[config.mk]
export PLATFORM = sky130hd
export DESIGN_NAME = cpu_loader
export DESIGN_NICKNAME = d
export VERILOG_FILES = /design/src/rtl/loader_pkg.sv /design/src/rtl/cpu_loader.sv
export SDC_FILE = /design/constraint.sdc
export NUM_CORES = 1
export LEC_CHECK = 0
export CAP_MARGIN = 20
export CORE_MARGIN = 4
export CORE_UTILIZATION = 45
export DETAILED_ROUTE_END_ITERATION = 8
export PLACE_DENSITY = 0.77
export SLEW_MARGIN = 20
export SYNTH_ARGS = -nofsm -noshare
export SYNTH_HDL_FRONTEND = slang
export SYNTH_SLANG_ARGS = --single-unit
[constraint.sdc]
create_clock -name clk -period 3.5 [get_ports clk]
set_clock_uncertainty 0.05 [all_clocks]
set_input_delay 0.525 -clock clk [delete_from_list [all_inputs] [get_ports clk]]
set_output_delay 0.525 -clock clk [all_outputs]
set_load 0.01 [all_outputs]
[src/rtl/loader_pkg.sv]
// ---------------------------------------------------------------------------
// loader_pkg
// Shared definitions for the cpu_loader host-side program loader:
//   - command byte encodings accepted on the RX stream
//   - the acknowledge byte returned on TX when a RUN completes
//   - the loader FSM state enumeration
//   - a helper that tells whether a command byte is followed by a length byte
// ---------------------------------------------------------------------------
package loader_pkg;

    localparam logic [7:0] C_LDI   = 8'h01;
    localparam logic [7:0] C_LDD   = 8'h02;
    localparam logic [7:0] C_RUN   = 8'h03;
    localparam logic [7:0] C_DMP   = 8'h04;
    localparam logic [7:0] RUN_ACK = 8'h03;

    typedef enum logic [3:0] {
        S_CMD,
        S_LEN,
        S_ILO,
        S_IHI,
        S_DDAT,
        S_RUN_GO,
        S_RUN_ARM,
        S_RUN_WAIT,
        S_DRD,
        S_DWT,
        S_TX
    } state_t;

    // LDI, LDD and DMP all carry a length byte after the command byte.
    function automatic logic cmd_has_len(input logic [7:0] cmd);
        return (cmd == C_LDI) || (cmd == C_LDD) || (cmd == C_DMP);
    endfunction

endpackage

[src/rtl/cpu_loader.sv]
// ---------------------------------------------------------------------------
// cpu_loader
// Host-side program loader in front of the A-RISC cpu. Parses a byte command
// stream, fills IRAM (16-bit words, lo byte first) and DRAM (bytes), starts
// the cpu and waits for it to go idle, and streams DRAM back out on TX.
//
// Ports
//   clk, rst                 clock, synchronous active-high reset
//   rx_data/rx_valid/rx_ready  command + payload byte stream in
//   tx_data/tx_valid/tx_ready  response byte stream out
//   iram_we/iram_addr/iram_din IRAM write port
//   dram_we/dram_addr/dram_din DRAM write port (dram_addr also used for reads)
//   dram_dout                DRAM read data, one cycle after address
//   cpu_start                one-cycle start pulse to the cpu
//   cpu_idle                 cpu idle flag
//   host_sel                 1 = loader owns the RAM ports, 0 = cpu does
//   err                      sticky unknown-command flag
// ---------------------------------------------------------------------------
module cpu_loader
    import loader_pkg::*;
#(
    parameter int AW = 8
) (
    input  logic          clk,
    input  logic          rst,
    input  logic [7:0]    rx_data,
    input  logic          rx_valid,
    output logic          rx_ready,
    output logic [7:0]    tx_data,
    output logic          tx_valid,
    input  logic          tx_ready,
    output logic          iram_we,
    output logic [AW-1:0] iram_addr,
    output logic [15:0]   iram_din,
    output logic          dram_we,
    output logic [AW-1:0] dram_addr,
    output logic [7:0]    dram_din,
    input  logic [7:0]    dram_dout,
    output logic          cpu_start,
    input  logic          cpu_idle,
    output logic          host_sel,
    output logic          err
);

    state_t          state_reg, state_next;
    logic [7:0]      cmd_reg;
    logic [7:0]      lo_reg;
    logic [AW:0]     rem_reg;     // items still to transfer in this command
    logic [AW-1:0]   addr_reg;    // per-command address, wraps mod 2^AW
    logic [7:0]      tx_data_reg;
    logic            iram_we_reg;
    logic [AW-1:0]   iram_addr_reg;
    logic [15:0]     iram_din_reg;
    logic            dram_we_reg;
    logic [AW-1:0]   dram_addr_reg;
    logic [7:0]      dram_din_reg;
    logic            err_reg;

    logic            rx_hs;
    logic            last_item;
    logic [AW:0]     len_decoded;

    assign rx_hs     = rx_valid & rx_ready;
    assign last_item = (rem_reg == (AW+1)'(1));
    // A length byte of zero stands for 256 items.
    assign len_decoded = (rx_data == 8'h00) ? (AW+1)'(256) : (AW+1)'(rx_data);

    // ------------------------------------------------------------------
    // State register
    // ------------------------------------------------------------------
    always_ff @(posedge clk) begin
        if (rst) begin
            state_reg <= S_CMD;
        end else begin
            state_reg <= state_next;
        end
    end

    // ------------------------------------------------------------------
    // Next-state logic
    // ------------------------------------------------------------------
    always_comb begin
        state_next = state_reg;
        case (state_reg)
            S_CMD: begin
                if (rx_hs) begin
                    if (cmd_has_len(rx_data)) begin
                        state_next = S_LEN;
                    end else if (rx_data == C_RUN) begin
                        state_next = S_RUN_GO;
                    end
                end
            end
            S_LEN: begin
                if (rx_hs) begin
                    if (cmd_reg == C_LDI) begin
                        state_next = S_ILO;
                    end else if (cmd_reg == C_LDD) begin
                        state_next = S_DDAT;
                    end else begin
                        state_next = S_DRD;
                    end
                end
            end
            S_ILO:      if (rx_hs) state_next = S_IHI;
            S_IHI:      if (rx_hs) state_next = last_item ? S_CMD : S_ILO;
            S_DDAT:     if (rx_hs && last_item) state_next = S_CMD;
            S_RUN_GO:   state_next = S_RUN_ARM;
            // The cpu may still report idle here before it has seen the
            // start pulse, so this cycle deliberately ignores cpu_idle.
            S_RUN_ARM:  state_next = S_RUN_WAIT;
            S_RUN_WAIT: if (cpu_idle) state_next = S_TX;
            S_DRD:      state_next = S_DWT;
            S_DWT:      state_next = S_TX;
            S_TX:       if (tx_ready) state_next = last_item ? S_CMD : S_DRD;
            default:    state_next = S_CMD;
        endcase
    end

    // ------------------------------------------------------------------
    // State-decoded outputs
    // ------------------------------------------------------------------
    always_comb begin
        rx_ready  = 1'b0;
        tx_valid  = 1'b0;
        cpu_start = 1'b0;
        host_sel  = 1'b1;
        case (state_reg)
            S_CMD, S_LEN, S_ILO, S_IHI, S_DDAT: rx_ready = 1'b1;
            S_RUN_GO: begin
                cpu_start = 1'b1;
                host_sel  = 1'b0;
            end
            S_RUN_ARM, S_RUN_WAIT: host_sel = 1'b0;
            S_TX: tx_valid = 1'b1;
            default: ;
        endcase
    end

    // ------------------------------------------------------------------
    // Datapath: counters, latched bytes, RAM write/read port registers
    // ------------------------------------------------------------------
    always_ff @(posedge clk) begin
        if (rst) begin
            cmd_reg       <= 8'h00;
            lo_reg        <= 8'h00;
            rem_reg       <= '0;
            addr_reg      <= '0;
            tx_data_reg   <= 8'h00;
            iram_we_reg   <= 1'b0;
            iram_addr_reg <= '0;
            iram_din_reg  <= 16'h0000;
            dram_we_reg   <= 1'b0;
            dram_addr_reg <= '0;
            dram_din_reg  <= 8'h00;
            err_reg       <= 1'b0;
        end else begin
            iram_we_reg <= 1'b0;
            dram_we_reg <= 1'b0;
            case (state_reg)
                S_CMD: begin
                    if (rx_hs) begin
                        cmd_reg <= rx_data;
                        if (!cmd_has_len(rx_data) && rx_data != C_RUN) begin
                            err_reg <= 1'b1;
                        end
                    end
                end
                S_LEN: begin
                    if (rx_hs) begin
                        rem_reg  <= len_decoded;
                        addr_reg <= '0;
                        // A dump reads address 0 in the very next state.
                        if (cmd_reg == C_DMP) begin
                            dram_addr_reg <= '0;
                        end
                    end
                end
                S_ILO: begin
                    if (rx_hs) begin
                        lo_reg <= rx_data;
                    end
                end
                S_IHI: begin
                    if (rx_hs) begin
                        iram_we_reg   <= 1'b1;
                        iram_addr_reg <= addr_reg;
                        iram_din_reg  <= {rx_data, lo_reg};
                        addr_reg      <= addr_reg + AW'(1);
                        rem_reg       <= rem_reg - (AW+1)'(1);
                    end
                end
                S_DDAT: begin
                    if (rx_hs) begin
                        dram_we_reg   <= 1'b1;
                        dram_addr_reg <= addr_reg;
                        dram_din_reg  <= rx_data;
                        addr_reg      <= addr_reg + AW'(1);
                        rem_reg       <= rem_reg - (AW+1)'(1);
                    end
                end
                S_RUN_WAIT: begin
                    if (cpu_idle) begin
                        tx_data_reg <= RUN_ACK;
                        // The acknowledge is a one-item transfer so S_TX
                        // returns to S_CMD after it.
                        rem_reg     <= (AW+1)'(1);
                    end
                end
                S_DWT: tx_data_reg <= dram_dout;
                S_TX: begin
                    if (tx_ready) begin
                        addr_reg      <= addr_reg + AW'(1);
                        dram_addr_reg <= addr_reg + AW'(1);
                        rem_reg       <= rem_reg - (AW+1)'(1);
                    end
                end
                default: ;
            endcase
        end
    end

    assign tx_data   = tx_data_reg;
    assign iram_we   = iram_we_reg;
    assign iram_addr = iram_addr_reg;
    assign iram_din  = iram_din_reg;
    assign dram_we   = dram_we_reg;
    assign dram_addr = dram_addr_reg;
    assign dram_din  = dram_din_reg;
    assign err       = err_reg;

endmodule

==> results by stage, run 1 <==
Run status:
- The run finished with clean final reports.

Timing:
- The number of hold-slack violations in the final timing report is 0.
- The number of max-slew violations in the final report is 0.
- The peak clock frequency supported by timing is about 330 MHz.
- The setup-violating endpoint count in the final report is 0.
- Hold is met by about 0.41 ns.
- Measured against its own limit, the worst slew margin works out to 0.375.
- The routed design could run at a clock period as short as 3.04 ns.
- The portion of the clock cycle consumed by the worst path in the final layout is 0.867.
- The measured slew at the worst slew-check pin is between 0.9 and 1 ns.
- The worst setup margin is approximately 0.46 ns.
- Setup repair after global routing left no endpoint under its margin.
- After routing, the total negative slack on setup checks comes to 0 ns.

Pwr:
- The share of total power dissipated in the clock network is 0.207.
- VDD sags by at most 0.327 mV.
- The switching power total is 1.33 mW.
- The sequential group share of total power is 0.399.
- The switching power share of the total is 0.402.
- The leakage power is 1.81 nW.
- For this design the ratio of total power to cell area is 642 mW/mm^2.
- Internal power comes to about 2.0 mW.
- The share of total power dissipated in combinational logic is 0.393.

Layout:
- Relative to the synthesized area, the layout overhead comes to 22.1%.
- The flip-flop count of the largest register after layout is 16.
- At the end of the flow, the number of nets in the layout was 596.
- The sequential cell area is around 0.0018 mm^2.
- The number of antenna repair diodes is 0.
- Summing all multi-input logic gate instances after layout gives 0.00220 mm^2.
- Of the cells placed in the final design, the portion with a size suffix greater than 1 is 0.0780.
- The number of fill cells in the layout is 809.
- The count of cells in the finished layout, fillers not included, comes to 688.
- Summing all non-filler instances in the final layout gives an area of 0.00513 mm^2.

Route:
- The number of nets still failing antenna checks after routing is 0.
- The post-detailed-route DRC marker count is 0.
- Wires add up to 11.4 mm.
- The via-per-instance ratio is 5.80.
- In the final routed layout, each cell accounts on average for 16.5 um.
- The total number of vias is 3989.
- In this run, the number of DRC markers left after iteration 0 of detailed routing was 347.
- The detailed-routing iteration count for the pre-antenna-repair pass is 5.

CTS:
- The clock root buffer master is clkbuf_8.
- The number of buffers on the longest clock path is 2.
- The CTS tree is done.
- The source-to-sink clock delay at the later pin of the worst-skew pair is 0.36 ns.
- After clock tree synthesis, the setup repair step added 0 buffers.
- The number of clock buffers added by TritonCTS is 9.
- The number of sinks on the clock net is 88.
- The clock-pin slew of the registers on the worst-case setup and hold paths is about 0.090 ns.
- The H-tree generated during clock tree synthesis spans 3 levels.
- The post-cts sizing count is 0.
- The number of buffers inserted for hold repair after clock tree synthesis is 0.

Worst setup path:
- In this design, the largest share of critical-path delay is due to flip-flops.
- Data on the critical path is required at its endpoint by just under 3 ns.
- Data arrives at the worst endpoint at 2.46 ns.
- Counting both buffers and inverters, the worst setup path holds a total of 2.
- In this design, the stage delay of the slowest critical-path cell is 0.84 ns.
- The kind of launch point of the worst setup path is a flip-flop.
- STA classifies the critical path endpoint as an output pin.
- The cell at the slowest stage of the critical path is dfxtp_1.
- Walking the worst path, the cells encountered are and2b_4 > nand3_4 > inv_2 > clkdlybuf4s50_1.
- The critical path is of the flip-flop to output pin type.
- For flop-to-flop paths, the worst setup slack is 0.87 ns.
- Along the worst path, the maximum fanout reaches 22.

Synth:
- In the synthesized netlist, the number of instances is 521.
- Counting flops with an async set or reset pin after synthesis yields a share of 0.
- The count of warnings emitted by yosys is 0.
- Among all flip-flop cells after synthesis, the most frequent one is dfxtp_1.
- By area the synthesized netlist is led by dfxtp_1 (42%), nand2_1 (7.6%), a21oi_1 (7.3%).
- The share of the synthesized area in the top cell type is 0.419.
- Yosys mapped a number of flops with a built-in enable equal to 0.
- The biggest area contributor in the post-synthesis netlist is dfxtp_1.
- The share of the Yosys chip area taken by registers is 0.419.
- In this run the mean area of a mapped cell was 8.07 um^2.
- The synthesized design contains 88 register bits.
- The cell area after synthesis is roughly 0.0042 mm^2.
- Synthesis produced a netlist with a net count of about 550.
- The netlist uses 64 different library cells.

Flow run:
- The tool flagged a number of max-cap violations equal to 0.

Floorplan:
- The initial utilization of the core area, before any placement, comes to 0.459.
- In this run the standard cell core region covers 0.00915 mm^2.
- 76 I/O pins were placed.
- The height of the die is 105 um.
- The die area is 0.0110 mm^2.
- The width of the chip is 105 um.
- The number of cell rows is 35.

Placement:
- Detailed placement finished with a half-perimeter wire length of 8.01 mm.
- The placed instance area is 0.00495 mm^2.
- The number of instances in the placed design is roughly 670.
- The global placement routability congestion is 0.841.
- OpenSTA, run right after detailed placement, puts the worst setup slack at 0.802 ns.
- During placement, the flow inserted port buffers numbering 75.

Global route:
- The global-route usage over all layers is 0.202.
- The global-route wire length before repair is ~18 mm.
- Entering global routing, the biggest net connects 51 pins.
- The via count of the first global-routing pass is between 3k and 4k.
- The remaining global-route overflow is 0.
- The number of antenna violations at the first check in global routing was 0.

Hold path:
- The worst hold path belongs to the class flip-flop to flip-flop.
final timing paths:
path / start / endpoint / cells past startpoint
worst max-delay path: state_reg[1] / tx_valid / 4
worst max register to register: state_reg[1] / rem_reg[0] / 7
worst min register to register: iram_din[2] / iram_din[2] / 2
worst min-delay path: iram_din[2] / iram_din[2] / 2
worst min-delay path, cell delays in order, from the launching register on:
cell and delay [ns]:
dfxtp_1 0.32, nand2_1 0.05, a21oi_1 0.05
per-layer routing:
| layer | vias up | track usage | share of wire |
|---|---|---|---|
| li1 | 1938 | - | - |
| met1 | 1902 | 0.267 | 0.45 |
| met2 | 130 | 0.316 | 0.47 |
| met3 | 19 | 0.0525 | 0.066 |
| met4 | 0 | 0.0769 | 0.020 |
| met5 | - | 0 | 0 |
through the flow:
stage	util	power [mW]
4_1_cts	0.561	3.29
2_1_floorplan	-	2.25
3_5_place_dp	0.540	2.62
5_1_grt	0.561	3.49
6_report	0.561	3.30
3_3_place_gp	0.540	2.56
power by group through the flow:
stage | clock (mW) | combinational (mW) | sequential, mW
detailed placement | 0 | 1.28 | 1.33
global route | 0.736 | 1.41 | 1.34
finish | 0.684 | 1.30 | 1.32
floorplan | 0 | 0.989 | 1.26
CTS | 0.690 | 1.29 | 1.31
global placement | 0 | 1.24 | 1.32
cell usage after synthesis (4+ instances only):
library cell	instances
dfxtp_1	88
nand2_1	85
a21oi_1	61
nor2_1	49
nand3_1	25
clkbuf_1	24
o21ai_0	18
buf_2	16
a22oi_1	11
inv_1	9
mux2i_1	9
nor3_1	9
a211oi_1	8
a31oi_1	8
and3_1	8
nand2b_1	8
a211oi_2	4
xnor2_1	4
final cells by class:
cell class / count / area share
Clock buffer: 10 / 0.0268
Clock inverter: 6 / 0.00999
Inverter: 10 / 0.00731
Multi-Input combinational cell: 380 / 0.429
Sequential cell: 88 / 0.343
Tap cell: 111 / 0.0270
Timing Repair Buffer: 83 / 0.157
placed cells by master (no fill, tap or decap), types with 4 or more instances in the layout:
master           count
a211oi_1             8
a211oi_2             4
a21oi_1             61
a22oi_1             11
a31oi_1              8
and3_1               8
buf_4                8
clkbuf_8            10
clkdlybuf4s50_1     74
dfxtp_1             88
inv_1                9
mux2i_1              9
nand2_1             85
nand2b_1             8
nand3_1             25
nor2_1              49
nor3_1               9
o21ai_0             18
xnor2_1              4
cell families after synthesis:
group / Yosys count / synth area share
muxes: 9 / 0.0214
buffers and inverters: 53 / 0.0574
and+or+nand+nor: 223 / 0.264
AOI/OAI and AO/OA: 138 / 0.215
xor gates and xnor gates: 7 / 0.0146
adders and majority gates: 3 / 0.00893
DFF: 88 / 0.419
No activity file was read; power rests on OpenSTA's default activity.
==> run 2: changes to the inputs <==
--- a/config.mk
+++ b/config.mk
@@ -10,5 +10,5 @@
 export CORE_UTILIZATION = 45
 export DETAILED_ROUTE_END_ITERATION = 8
-export PLACE_DENSITY = 0.77
+export PLACE_DENSITY = 0.8
 export SLEW_MARGIN = 20
 export SYNTH_ARGS = -nofsm -noshare
==> constraint.sdc (replaced) <==
create_clock -name clk -period 2.75 [get_ports clk]
set_clock_uncertainty 0.05 [all_clocks]
set_input_delay 0.4125 -clock clk [delete_from_list [all_inputs] [get_ports clk]]
set_output_delay 0.4125 -clock clk [all_outputs]
set_load 0.1 [all_outputs]
==> run 2 against run 1 <==
  * First-iteration DRC count shrank 18%
  * Worst hold slack gained 0.0048 ns
  * Global-route usage grew 0.083 points
  * Via count grew 1.2%
  * Critical path type unchanged
  * Largest cell class unchanged
==> results by stage, run 2 (synthesis gave the netlist of run 1 again) <==
Layout:
- The flip-flop count of the largest register after layout is 16 (unchanged).
- The final cell count without fillers is 698 (was 688).
- The net count of the finished layout is 606 (was 596).
- Most used cells in the layout excluding fill and tap cells: dfxtp_1 (88), nand2_1 (85), buf_4 (70) (was dfxtp_1 (88), nand2_1 (85), clkdlybuf4s50_1 (74)).
- The leading cell type in the layout, fill and taps excluded is dfxtp_1 (unchanged).
- The fraction of layout cells with a size suffix above 1 is 0.189 (was 0.0780).
- The number of antenna repair diodes is 0 (unchanged).
- The layout-stage area growth over the synthesis result came to 22.7% (was 22.1%).
- The fraction of the core area covered by cells at the end of the flow was 0.564 (was 0.561).

Timing:
- The number of max-slew violations in the final report was 0 (unchanged).
- Dividing the final minimum period by the clock period gives 0.891.
- The worst-case headroom to the max-slew limit was 0.626 (was 0.375).
- The peak clock frequency supported by timing is 408 MHz.
- The number of hold-slack violations in the final timing report is 0 (unchanged).
- The measured slew at the worst slew-check pin is 0.558 ns (was 0.938 ns).
- The time the final worst path needs with I/O delays and setup is 2.45 ns.
- The worst setup margin is 0.301 ns (was 0.465 ns).
- The final sum of negative setup slack is 0 ns (unchanged).
- The setup-violating endpoint count in the final report is 0 (unchanged).
- Unrepaired setup endpoints after global routing: no (unchanged).

Pwr:
- The leakage power is 2.01 nW (was 1.81 nW).
- The power share of the clock group is 0.215 (was 0.207).
- The switching power total came to 2.22 mW (was 1.33 mW).
- The cell area power density is 957 mW/mm^2 (was 642 mW/mm^2).
- The worst IR drop on VDD is 0.420 mV (was 0.327 mV).
- The sequential group share of total power was 0.322 (was 0.399).
- The internal portion of total power is 2.72 mW (was 1.97 mW).
- The overall power is 4.94 mW (was 3.30 mW).
- The switching power share of the total is 0.449 (was 0.402).
- The logic gate share of total power is 0.464 (was 0.393).

Placement:
- The pre-CTS setup slack is 0.394 ns (was 0.802 ns).
- The quantity of I/O buffers inserted on ports is 75 (unchanged).
- The number of instances in the placed design is 682 (was 672).
- The global placement routability congestion was 0.870 (was 0.841).
- The HPWL after detailed placement is 8.06 mm (was 8.01 mm).

CTS:
- The clock root buffer master is clkbuf_8 (unchanged).
- The TritonCTS buffer count is 9 (unchanged).
- The source-to-sink clock delay at the later pin of the worst-skew pair is 0.37 ns (was 0.36 ns).
- The clock-pin slew of the registers on the worst-case setup and hold paths is 0.10 ns (was 0.09 ns).
- The number of H-tree levels was 3 (unchanged).
- The number of buffers on the longest clock path was 2 (unchanged).
- The CTS tree is done (unchanged).
- The number of buffers inserted for hold repair after clock tree synthesis was 0 (unchanged).
- The count of buffers added by post-CTS timing repair for setup was 0 (unchanged).
- The post-cts sizing count is 0 (unchanged).
- The number of sinks on the clock net is 88 (unchanged).

Global route:
- The remaining global-route overflow was 0 (unchanged).
- The maximum number of pins on one net before global-route repair was 39 (was 51).
- The global-route wire length before repair is 18.5 mm (was 18.2 mm).
- The global-route usage over all layers came to 0.203 (was 0.202).
- The via count of the first global-routing pass is 3794 (was 3706).
- The number of antenna violations at the first check in global routing is 0 (unchanged).

Floorplan:
- The starting density of the core is 0.459 (unchanged).
- The area of the core is 0.00915 mm^2 (unchanged).
- The number of cell rows is 35 (unchanged).
- The die area came to 0.0110 mm^2 (unchanged).
- The I/O pin count is 76 (unchanged).
- The width of the chip is 105 um (unchanged).
- The height of the die came to 105 um (unchanged).

Flow run:
- The number of violations of the max-capacitance limit was 0 (unchanged).

Route:
- The routed wire length is 11.2 mm (was 11.4 mm).
- The via-per-instance ratio is 5.79 (was 5.80).
- The count of routing violations after the opening detailed-route iteration is 283 (was 347).
- The per-cell routed wire length came to 16.0 um (was 16.5 um).
- The detailed-routing iteration count for the pre-antenna-repair pass is 5 (unchanged).
- The total number of vias came to 4038 (was 3989).
- The number of nets still failing antenna checks after routing is 0 (unchanged).
- The post-detailed-route DRC marker count is 0 (unchanged).

Worst setup path:
- The category of the critical setup timing path is flip-flop to output pin (unchanged).
- The biggest fanout along the worst timing path was 12 (was 22).
- The worst path required time was 2.29 ns (was 2.92 ns).
- The kind of launch point of the worst setup path was a flip-flop (unchanged).
- The signal arrival time at the worst endpoint is 1.99 ns (was 2.46 ns).
- The category of the worst setup path capture point is an output pin (unchanged).

Hold path:
- The type of the most critical hold path is flip-flop to flip-flop (unchanged).

Run status:
- Status: completed (unchanged).
[run 2: cell types whose count changed in the layout (fill, tap and decap cells not counted)]
| cell | delta |
|---|---|
| buf_12 | +3 |
| clkinv_4 | -1 |
| a21oi_1 | -1 |
| a21oi_2 | +1 |
| buf_4 | +62 |
| inv_6 | +1 |
| clkdlybuf4s50_1 | -55 |
| clkinv_8 | +1 |
| bufinv_16 | +2 |
| clkbuf_8 | -1 |
| clkinvlp_4 | -2 |
[run 2: stage by stage]
stage	hold WS, ns	area, um^2
6_report	0.412	5160
3_5_place_dp	0.401	4920
5_1_grt	0.427	5160
4_1_cts	0.415	5160
2_1_floorplan	0.382	4210
3_3_place_gp	0.393	4920
[run 2: worst paths after layout]
path | from | end | slack [ns] | cells past startpoint
worst max-delay path | state_reg[0] | rx_ready | 0.30 | 4
worst min-delay path | lo_reg[2] | iram_din[2] | 0.41 | 2
worst max register to register | state_reg[0] | rem_reg[7] | 0.48 | 7
worst min register to register | lo_reg[2] | iram_din[2] | 0.41 | 2
[run 2: layout make-up]
cell class / instances / area, um^2
Fill cell: 788 / 3990
Multi-Input combinational cell: 380 / 2210
Sequential cell: 88 / 1760
Timing Repair Buffer: 93 / 781
Tap cell: 111 / 139
Clock buffer: 9 / 124
Clock inverter: 7 / 113
Inverter: 10 / 37.5
[run 2: power by group through the flow]
stage          clock [mW]  sequential (mW)  combinational [mW]
2_1_floorplan           0             2.01                1.35
3_3_place_gp            0             1.61                2.21
3_5_place_dp            0             1.62                2.26
4_1_cts              1.07             1.59                2.27
5_1_grt              1.12             1.61                2.46
6_report             1.06             1.59                2.29
[run 2: critical path, stage by stage (launching register included)]
cell and delay, ns:
dfxtp_1 0.44, buf_4 0.25, or3b_4 0.44, a21oi_2 0.29
buf_12 0.22
[run 2: metal layers]
layer	up-vias	part of all wire	GRT usage
met1	1903	0.46	0.282
met2	152	0.45	0.305
li1	1961	-	-
met4	0	0.020	0.0675
met3	22	0.068	0.0537
met5	-	0	0
==> run 3: changes to the inputs <==
Settings changed: PLACE_DENSITY 0.8 to 0.77.
Clock period 2.75 ns to 2.6 ns, I/O delays scaled along.
==> run 3 against run 2 <==
  * Clock power is 5% lower
  * Sequential power is 6% higher
  * Sequential share of layout area is 0.058 points higher
  * Largest cell class unchanged
  * Final cell count stayed put
  * Worst setup slack better by 0.011 ns
  * Combinational power is 5% higher
  * Critical endpoint is now rem_reg[6]
  * Design area is 0.17% lower
  * Wire length is 1.5% lower
  * Largest power group unchanged
==> results by stage, run 3 (synthesis gave the netlist of run 1 again) <==
Run status:
- Status: completed (unchanged).

Pwr:
- The overall power came to 5.10 mW (was 4.94 mW).
- The leakage power is 2.00 nW (was 2.01 nW).
- The worst IR drop on VDD is 0.492 mV (was 0.420 mV).
- The cell area power density is 990 mW/mm^2 (was 957 mW/mm^2).

Floorplan:
- The die area was 0.0110 mm^2 (unchanged).
- The height of the die is 105 um (unchanged).
- The starting density of the core is 0.459 (unchanged).
- The number of cell rows is 35 (unchanged).
- The area of the core is 0.00915 mm^2 (unchanged).
- The width of the chip is 105 um (unchanged).
- The I/O pin count was 76 (unchanged).

Route:
- The number of nets still failing antenna checks after routing is 0 (unchanged).
- The routed wire length is 11.0 mm (was 11.2 mm).
- The count of routing violations after the opening detailed-route iteration was 293 (was 283).
- The total number of vias is 3953 (was 4038).
- The detailed-routing iteration count for the pre-antenna-repair pass is 5 (unchanged).
- The per-cell routed wire length is 15.8 um (was 16.0 um).
- The via-per-instance ratio is 5.66 (was 5.79).
- The post-detailed-route DRC marker count came to 0 (unchanged).

Layout:
- The sequential cell area is 0.00176 mm^2 (unchanged).
- The fraction of layout cells with a size suffix above 1 is 0.189 (unchanged).
- The multi-input combinational cell area was 0.00221 mm^2 (unchanged).
- The net count of the finished layout is 606 (unchanged).
- The leading cell type in the layout, fill and taps excluded is dfxtp_1 (unchanged).
- The layout-stage area growth over the synthesis result is 22.5% (was 22.7%).
- The flip-flop count of the largest register after layout is 16 (unchanged).
- The number of fill cells in the layout is 815 (was 788).
- The number of antenna repair diodes is 0 (unchanged).
- The fraction of the core area covered by cells at the end of the flow came to 0.563 (was 0.564).
- Most used cells in the layout excluding fill and tap cells: dfxtp_1 (88), nand2_1 (85), buf_4 (69) (was dfxtp_1 (88), nand2_1 (85), buf_4 (70)).

Global route:
- The number of antenna violations at the first check in global routing was 0 (unchanged).
- The remaining global-route overflow is 0 (unchanged).
- The maximum number of pins on one net before global-route repair is 37 (was 39).
- The via count of the first global-routing pass is 3602 (was 3794).
- The global-route wire length before repair is 17.8 mm (was 18.5 mm).
- The global-route usage over all layers is 0.195 (was 0.203).

CTS:
- The count of buffers added by post-CTS timing repair for setup came to 0 (unchanged).
- The clock-pin slew of the registers on the worst-case setup and hold paths was 0.10 ns (about the same).
- The post-cts sizing count is 0 (unchanged).
- The number of H-tree levels was 3 (unchanged).
- The TritonCTS buffer count is 9 (unchanged).
- The CTS tree is done (unchanged).
- The number of sinks on the clock net was 88 (unchanged).
- The source-to-sink clock delay at the later pin of the worst-skew pair is 0.36 ns (was 0.37 ns).
- The number of buffers on the longest clock path came to 2 (unchanged).
- The number of buffers inserted for hold repair after clock tree synthesis came to 0 (unchanged).
- The clock root buffer master is clkbuf_8 (unchanged).

Timing:
- The final sum of negative setup slack came to 0 ns (unchanged).
- The number of max-slew violations in the final report is 0 (unchanged).
- The measured slew at the worst slew-check pin is 0.582 ns (was 0.558 ns).
- Unrepaired setup endpoints after global routing: no (unchanged).
- Of the available clock period, the critical path in the final layout requires 0.880.
- The number of hold-slack violations in the final timing report came to 0 (unchanged).
- The smallest hold slack is 0.411 ns (was 0.412 ns).
- The worst setup margin came to 0.312 ns (was 0.301 ns).
- The worst-case headroom to the max-slew limit is 0.612 (was 0.626).
- The time the final worst path needs with I/O delays and setup is 2.29 ns.
- The setup-violating endpoint count in the final report is 0 (unchanged).
- For this run, the top clock speed supported by timing is 437 MHz.

Hold path:
- The type of the most critical hold path is flip-flop to flip-flop (unchanged).
- The endpoint of the worst hold-timing path is iram_din[4] (was iram_din[2]).
- The hold path startpoint is iram_din[4] (was lo_reg[2]).
- The number of cells on the worst hold path is 2 (unchanged).

Placement:
- The HPWL after detailed placement is 7.84 mm (was 8.06 mm).
- The pre-CTS setup slack came to 0.235 ns (was 0.394 ns).
- The quantity of I/O buffers inserted on ports is 75 (unchanged).
- The global placement routability congestion was 0.894 (was 0.870).

Worst setup path:
- The category of the critical setup timing path was flip-flop to flip-flop (was flip-flop to output pin).
- The worst path required time came to 2.85 ns (was 2.29 ns).
- The endpoint of the lowest-slack register-to-register path was rem_reg[6] (was rem_reg[7]).
- The worst reg2reg path depth is 7 (unchanged).
- The category of the worst setup path capture point was a flip-flop (was output pin).
- The signal arrival time at the worst endpoint is 2.54 ns (was 1.99 ns).
- The startpoint of the worst register-to-register path is state_reg[0] (unchanged).
- The biggest fanout along the worst timing path came to 15 (was 12).
- The worst setup slack for register-to-register paths came to 0.31 ns (was 0.48 ns).
- The kind of launch point of the worst setup path was a flip-flop (unchanged).

Flow run:
- The number of violations of the max-capacitance limit is 0 (unchanged).
run 3: how the worst max path moves through the flow:
stage	startpoint	to	depth (start not counted)
5_1_grt	state_reg[0]	rem_reg[6]	7
4_1_cts	state_reg[0]	rem_reg[6]	7
3_5_place_dp	rx_data[7]	state_reg[3]	7
2_1_floorplan	state_reg[1]	host_sel	3
6_report	state_reg[0]	rem_reg[6]	7
3_3_place_gp	rx_valid	dram_addr[7]	6
run 3: layout make-up:
cell class                      count  area share
Clock buffer                       10      0.0267
Clock inverter                      6      0.0151
Inverter                           10     0.00729
Multi-Input combinational cell    380       0.428
Sequential cell                    88       0.342
Tap cell                          111      0.0270
Timing Repair Buffer               93       0.154
run 3: power breakdown:
group          switching [mW]  total [mW]  internal (mW)
Sequential              0.162        1.68           1.52
Combinational            1.61        2.41          0.795
Clock                   0.523        1.01          0.484
run 3: worst max-delay path: stages, from the launching register on:
cell	delay, ns
dfxtp_1	0.62
inv_1	0.19
nand3_4	0.15
inv_2	0.14
and2_4	0.22
o31ai_2	0.49
o21ai_0	0.22
a21oi_1	0.16
run 3: stage by stage:
stage	std cells	instance area, um^2
3_5_place_dp	682	4940
4_1_cts	698	5150
6_report	698	5150
5_1_grt	698	5150
2_1_floorplan	521	4210
3_3_place_gp	682	4940
run 3: layer usage:
layer	routed length (um)	part of all wire	track usage
met5	0	0	0
met4	158	0.014	0.0581
met3	697	0.063	0.0476
met2	5100	0.46	0.308
met1	5070	0.46	0.264
==> RTL change 1, RTL diff (config.mk and constraints of run 3) <==
Put one more register stage on the output `err`, cleared by the reset. The value now appears one clock later. The other outputs are not delayed to match.
--- a/src/rtl/cpu_loader.sv
+++ b/src/rtl/cpu_loader.sv
@@ -228,5 +228,11 @@
     assign dram_addr = dram_addr_reg;
     assign dram_din  = dram_din_reg;
-    assign err       = err_reg;
+    always_ff @(posedge clk) begin
+        if (rst) begin
+            err <= '0;
+        end else begin
+            err <= err_reg;
+        end
+    end
 
 endmodule
Formal check against the unedited RTL: not equivalent (Yosys sat finds a counterexample within 4 cycles, from zero or initial values and one cycle with rst high).
==> RTL change 1 against run 3 <==
Sequential share of layout area up 0.95 points; count of clock-buffer cells in the layout decreased by 1; total power grew 0.23%; synthesized area down 3.2%; critical path type is now flop to primary output; critical endpoint is now rx_ready; sequential cell count up 1; worst setup slack got worse by 0.095 ns; final area is 1.6% lower; wire length shrank 5.7%.
==> RTL change 1: results (changes against run 3) <==
metric;value;unit;change
CTS clock-pin slew for the worst setup and hold paths;0.10;ns;about the same
GRT Total Usage;20.2;%;was 19.5%
max reg flops;16;;unchanged
reg2reg setup slack;0.32;ns;
Initial DRC Count;281;;was 293
nets@finish;601;;was 606
Hold Path Sink;state_reg[2];;was iram_din[4]
Hold Crit Class;primary input to flop;;was flop to flop
reg2reg end;state_reg[1];;was rem_reg[6]
syn_nets;528;;was 545
Via-to-Cell Ratio;5.52;;was 5.66
dominant synthesized flop cell;dfxtp_1;;unchanged
layout cells sized above 1;18.7;%;was 18.9%
Peak VDD IR;464;uV;was 492 uV
hold_sp;rst;;was iram_din[4]
synth unique cells;60;;was 64
first-pass GRT wire length;17000;um;was 17800 um
WHS;0.353;ns;was 0.411 ns
synthesized area per cell;8.08;um^2;was 8.07 um^2
Cells after DPL;674;;was 682
Async S/R FF share, synth;0;%;unchanged
Worst-Skew Late Latency;0.37;ns;
hpwl dp;7420;um;was 7840 um
worst-path fanout max;14;;was 15
Vias;3809;;was 3953
buffers added on ports;75;;unchanged
Arr. time, crit path;1.94;ns;was 2.54 ns
Hold Crit Depth;4;;was 2
H-tree Lvls;3;;unchanged
DRT Wirelength;10400;um;was 11000 um
Diodes inserted;0;;unchanged
grt ovf;0;;unchanged
worst r2r path cells;6;;was 7
post-CTS sizing;0;;unchanged
FF-to-FF Start;state_reg[3];;was state_reg[0]
largest net degree at the start of global routing;79;;was 37
ranking of synthesized cells by area;dfxtp_1 44%, nand2_1 7.6%, a21oi_1 6.5%;;was dfxtp_1 42%, nand2_1 7.6%, a21oi_1 7.3%
filler instances;801;;was 815
routability congestion estimate;0.835;;was 0.894
CTS buffer count;9;;unchanged
vias in the first global route;3607;;was 3602
Lkg Pwr;2.09;nW;was 2.00 nW
clk buf depth;2;;unchanged
Commonest cells post-synth;89 x dfxtp_1, 83 x nand2_1, 53 x a21oi_1;;was 88 x dfxtp_1, 85 x nand2_1, 61 x a21oi_1
status;finished, final reports clean;;unchanged
sequential share of the synthesized area;43.7;%;was 41.9%
drt pass-1 iters;4;;was 5
Max-Slew Margin vs Limit;46.9;%;was 61.2%
Root Buffer;clkbuf_8;;unchanged
-- RTL change 1: cell count changes after synthesis, moves of 3 or more --
cell	change
nand2b_1	-3
a21oi_1	-8
buf_1	+3
nand3_1	-12
a211oi_2	-4
a211o_1	+4
buf_2	-6
buf_6	-3
o21ai_0	+9
mux2i_1	+8
a31oi_1	-4
nor2b_1	+6
a22oi_1	-3
-- RTL change 1: cell type report --
class                           instances  share of cell area (%)
Clock inverter                          7                    1.36
Tap cell                              108                    2.67
Inverter                               12                   0.888
Clock buffer                            9                    2.44
Timing Repair Buffer                  100                    16.2
Multi-Input combinational cell        365                    41.3
Sequential cell                        89                    35.1
-- RTL change 1: critical path, stage by stage (launching register included) --
cell	delay, ns
dfxtp_1	0.62
nor3b_1	0.35
nand2_1	0.16
o21ai_1	0.21
buf_12	0.22
-- RTL change 1: worst max-delay path by stage --
stage,startpoint,endpoint,slack (ns)
final,state_reg[2],rx_ready,0.22
after global routing,state_reg[2],rx_ready,0.10
after CTS,state_reg[2],rx_ready,0.21
after detailed placement,rx_data[3],state_reg[0],0.05
after global placement,rx_data[3],state_reg[0],0.05
after floorplan,state_reg[0],host_sel,0.04
-- RTL change 1: cell families after synthesis --
kind of cell	Yosys count	share of synthesized area [%]
flip-flops	89	43.7
adder cells (fa/ha/maj)	3	0.922
multiplexers	17	4.18
buffers and inverters	50	4.95
AO/OA/AOI/OAI	130	20.1
XOR/XNOR	6	1.29
AND/OR/NAND/NOR	209	24.8
-- RTL change 1: per-stage QoR --
step	cell area, um^2	worst slack (ns)
CTS	5070	0.214
floorplan	4070	0.0393
global route	5070	0.104
finish	5070	0.216
global placement	4880	0.0523
detailed placement	4880	0.0455
-- RTL change 1: report_power, final --
part           leakage, nW  internal [mW]  switching [mW]
Combinational         1.27          0.843            1.57
Sequential           0.720           1.56           0.206
Clock                0.100          0.378           0.560
Total                 2.09           2.78            2.33
-- RTL change 1: layer usage --
layer  up-vias  global-route usage, %  wire (um)
li1       1922                      -          -
met1      1774                   27.4       4650
met2        97                   31.3       4920
met3        16                   2.44        603
met4         0                   10.7        219
met5         -                      0          0
==> RTL change 2, RTL diff (settings of run 3) <==
Without the edit above. The 11 states of `state_t` get a one-hot encoding in 11 bits.
--- a/src/rtl/loader_pkg.sv
+++ b/src/rtl/loader_pkg.sv
@@ -15,16 +15,16 @@
     localparam logic [7:0] RUN_ACK = 8'h03;
 
-    typedef enum logic [3:0] {
-        S_CMD,
-        S_LEN,
-        S_ILO,
-        S_IHI,
-        S_DDAT,
-        S_RUN_GO,
-        S_RUN_ARM,
-        S_RUN_WAIT,
-        S_DRD,
-        S_DWT,
-        S_TX
+    typedef enum logic [10:0] {
+        S_CMD      = 11'b00000000001,
+        S_LEN      = 11'b00000000010,
+        S_ILO      = 11'b00000000100,
+        S_IHI      = 11'b00000001000,
+        S_DDAT     = 11'b00000010000,
+        S_RUN_GO   = 11'b00000100000,
+        S_RUN_ARM  = 11'b00001000000,
+        S_RUN_WAIT = 11'b00010000000,
+        S_DRD      = 11'b00100000000,
+        S_DWT      = 11'b01000000000,
+        S_TX       = 11'b10000000000
     } state_t;
 
Function: same outputs for any inputs over 4 cycles, from zero or initial values and one cycle with rst high; so few cycles prove little.
==> RTL change 2 against run 3 <==
Core utilization up 3.5 points; critical path depth down 1; wire length up 15%; critical path type is now flop to primary output; hold slack better by 0.00066 ns; sequential cell count up 7; maximum frequency down 9.5%; synthesized area up 6.6%; highest routed layer unchanged; worst setup slack worse by 0.24 ns; final area up 13%; via count up 9.5%.
Power is not compared: it rests on default switching activity, and its combinational part moved more than twofold at a synthesized area within 25%.
==> RTL change 2: results (changes against run 3) <==
metric;value;unit;change
hold_buf cts;0;;unchanged
CTS clock-pin slew for the worst setup and hold paths;0.08;ns;was 0.10 ns
GRT Total Usage;21.7;%;was 19.5%
synth unique cells;56;;was 64
Initial DRC Count;262;;was 293
Worst Tran Pin Value;0.828;ns;was 0.582 ns
vias in the first global route;4178;;was 3602
buffers added on ports;75;;unchanged
nets@finish;654;;was 606
filler instances;857;;was 815
Worst-Skew Late Latency;0.37;ns;
CTS buffer count;9;;unchanged
Cells after DPL;750;;was 682
Yosys warning total;0;;unchanged
drt pass-1 iters;5;;unchanged
worst-path fanout max;14;;was 15
Hold Crit Class;flop to flop;;unchanged
clk buf depth;2;;unchanged
final non-filler cell total;767;;was 698
Placement Cell Area;5530;um^2;was 4940 um^2
Diodes inserted;0;;unchanged
status;finished, final reports clean;;unchanged
switching power;0.666;mW;
initial antenna violation count;0;;unchanged
Arr. time, crit path;2.09;ns;was 2.54 ns
multiplexer area fraction after synthesis;7.59;%;was 2.14%
Vias;4327;;was 3953
Post-Synth XOR/XNOR Area;1.56;%;was 1.46%
hpwl dp;8980;um;was 7840 um
max reg flops;16;;unchanged
Mapped Cells;538;;was 521
syn_nets;562;;was 545
compound-gate portion of the synthesized area;17.9;%;was 21.5%
first-pass GRT wire length;20100;um;was 17800 um
routability congestion estimate;0.942;;was 0.894
Async S/R FF share, synth;0;%;unchanged
Adder-Cell Fraction of Synth Area;0.837;%;was 0.893%
dominant synthesized flop cell;dfxtp_1;;unchanged
layout cells sized above 1;23.0;%;was 18.9%
Peak VDD IR;347;uV;
Commonest cells post-synth;95 x dfxtp_1, 76 x nor2_1, 43 x a21oi_1;;was 88 x dfxtp_1, 85 x nand2_1, 61 x a21oi_1
sequential share of the synthesized area;42.4;%;was 41.9%
ranking of synthesized cells by area;dfxtp_1 42%, mux2i_1 7.6%, nor2_1 6.4%;;was dfxtp_1 42%, nand2_1 7.6%, a21oi_1 7.3%
DR WL/cell;16.5;um;was 15.8 um
Lkg Pwr;2.41;nW;
Root Buffer;clkbuf_8;;unchanged
largest net degree at the start of global routing;69;;was 37
H-tree Lvls;3;;unchanged
==> RTL change 2: cell count changes after synthesis, moves of 5 or more <==
cell      before  now
nor3_1         9   18
buf_2         16   10
nor2_1        49   76
nand2b_1       8    1
inv_1          9   16
mux2i_1        9   34
nand2_1       85   37
dfxtp_1       88   95
or2_0          0    5
a21oi_1       61   43
==> RTL change 2: cell families after synthesis <==
group	Yosys count
buffers and inverters	58
flip-flops	95
adder cells (fa/ha/maj)	3
XOR/XNOR	8
AND/OR/NAND/NOR	216
multiplexers	34
AO/OA/AOI/OAI	124
==> RTL change 2: final cells by class <==
cell class / instances / share of cell area (%)
multi-input combinational: 386 / 41.8
sequential: 95 / 32.8
timing repair buffer: 122 / 17.9
tap: 133 / 2.86
clock buffer: 10 / 2.19
clock inverter: 5 / 1.40
inverter: 16 / 1.10
==> RTL change 2: path summary, 6_finish.rpt <==
| kind | start | endpoint | slack [ns] | cells after the start |
|---|---|---|---|---|
| max | state_reg[2] | tx_valid | 0.07 | 6 |
| min | cmd_reg[4] | cmd_reg[4] | 0.41 | 2 |
| max reg2reg | state_reg[8] | state_reg[5] | 0.09 | 7 |
| min reg2reg | cmd_reg[4] | cmd_reg[4] | 0.41 | 2 |
==> RTL change 2: layer usage <==
layer  up-vias  global-route usage [%]  wire (um)
met5         -                       0          0
met4         0                    6.13        153
met3        15                    5.22        825
met2       159                    37.3       6160
met1      2047                    26.9       5530
li1       2106                       -          -
==> RTL change 2: what timing repair did <==
| item | in CTS | in global routing |
|---|---|---|
| cloned | 0 | 1 |
| setup endpoints to repair | 2 | 26 |
| gates resized for setup | 3 | 9 |
| pin swaps | 0 | 4 |
| setup buffers | 1 | 0 |
==> RTL change 2: critical path, cell delays in order (launching register included) <==
cell	delay, ns
dfxtp_1	0.33
buf_6	0.16
or3b_2	0.48
or3_4	0.40
clkinvlp_4	0.09
buf_4	0.11
buf_12	0.16
==> RTL change 2: power groups by stage <==
stage               Clock [mW]  Sequential, mW  Combinational [mW]
global route              1.14            1.48               0.239
global placement             0            1.51               0.216
floorplan                    0            1.52               0.109
detailed placement           0            1.51               0.219
finish                    1.06            1.48               0.224
CTS                       1.09            1.48               0.220
==> RTL change 2: per-stage QoR <==
step | setup TNS (ns) | hold slack (ns) | setup WS (ns) | utilization [%]
final | 0 | 0.411 | 0.0719 | 59.8
after global routing | -0.00785 | 0.441 | -0.00785 | 59.8
after global placement | 0 | 0.388 | 0.123 | 56.8
after floorplan | -0.00850 | 0.381 | -0.00850 | -
after detailed placement | 0 | 0.400 | 0.0590 | 56.8
after CTS | 0 | 0.413 | 0.0378 | 59.1
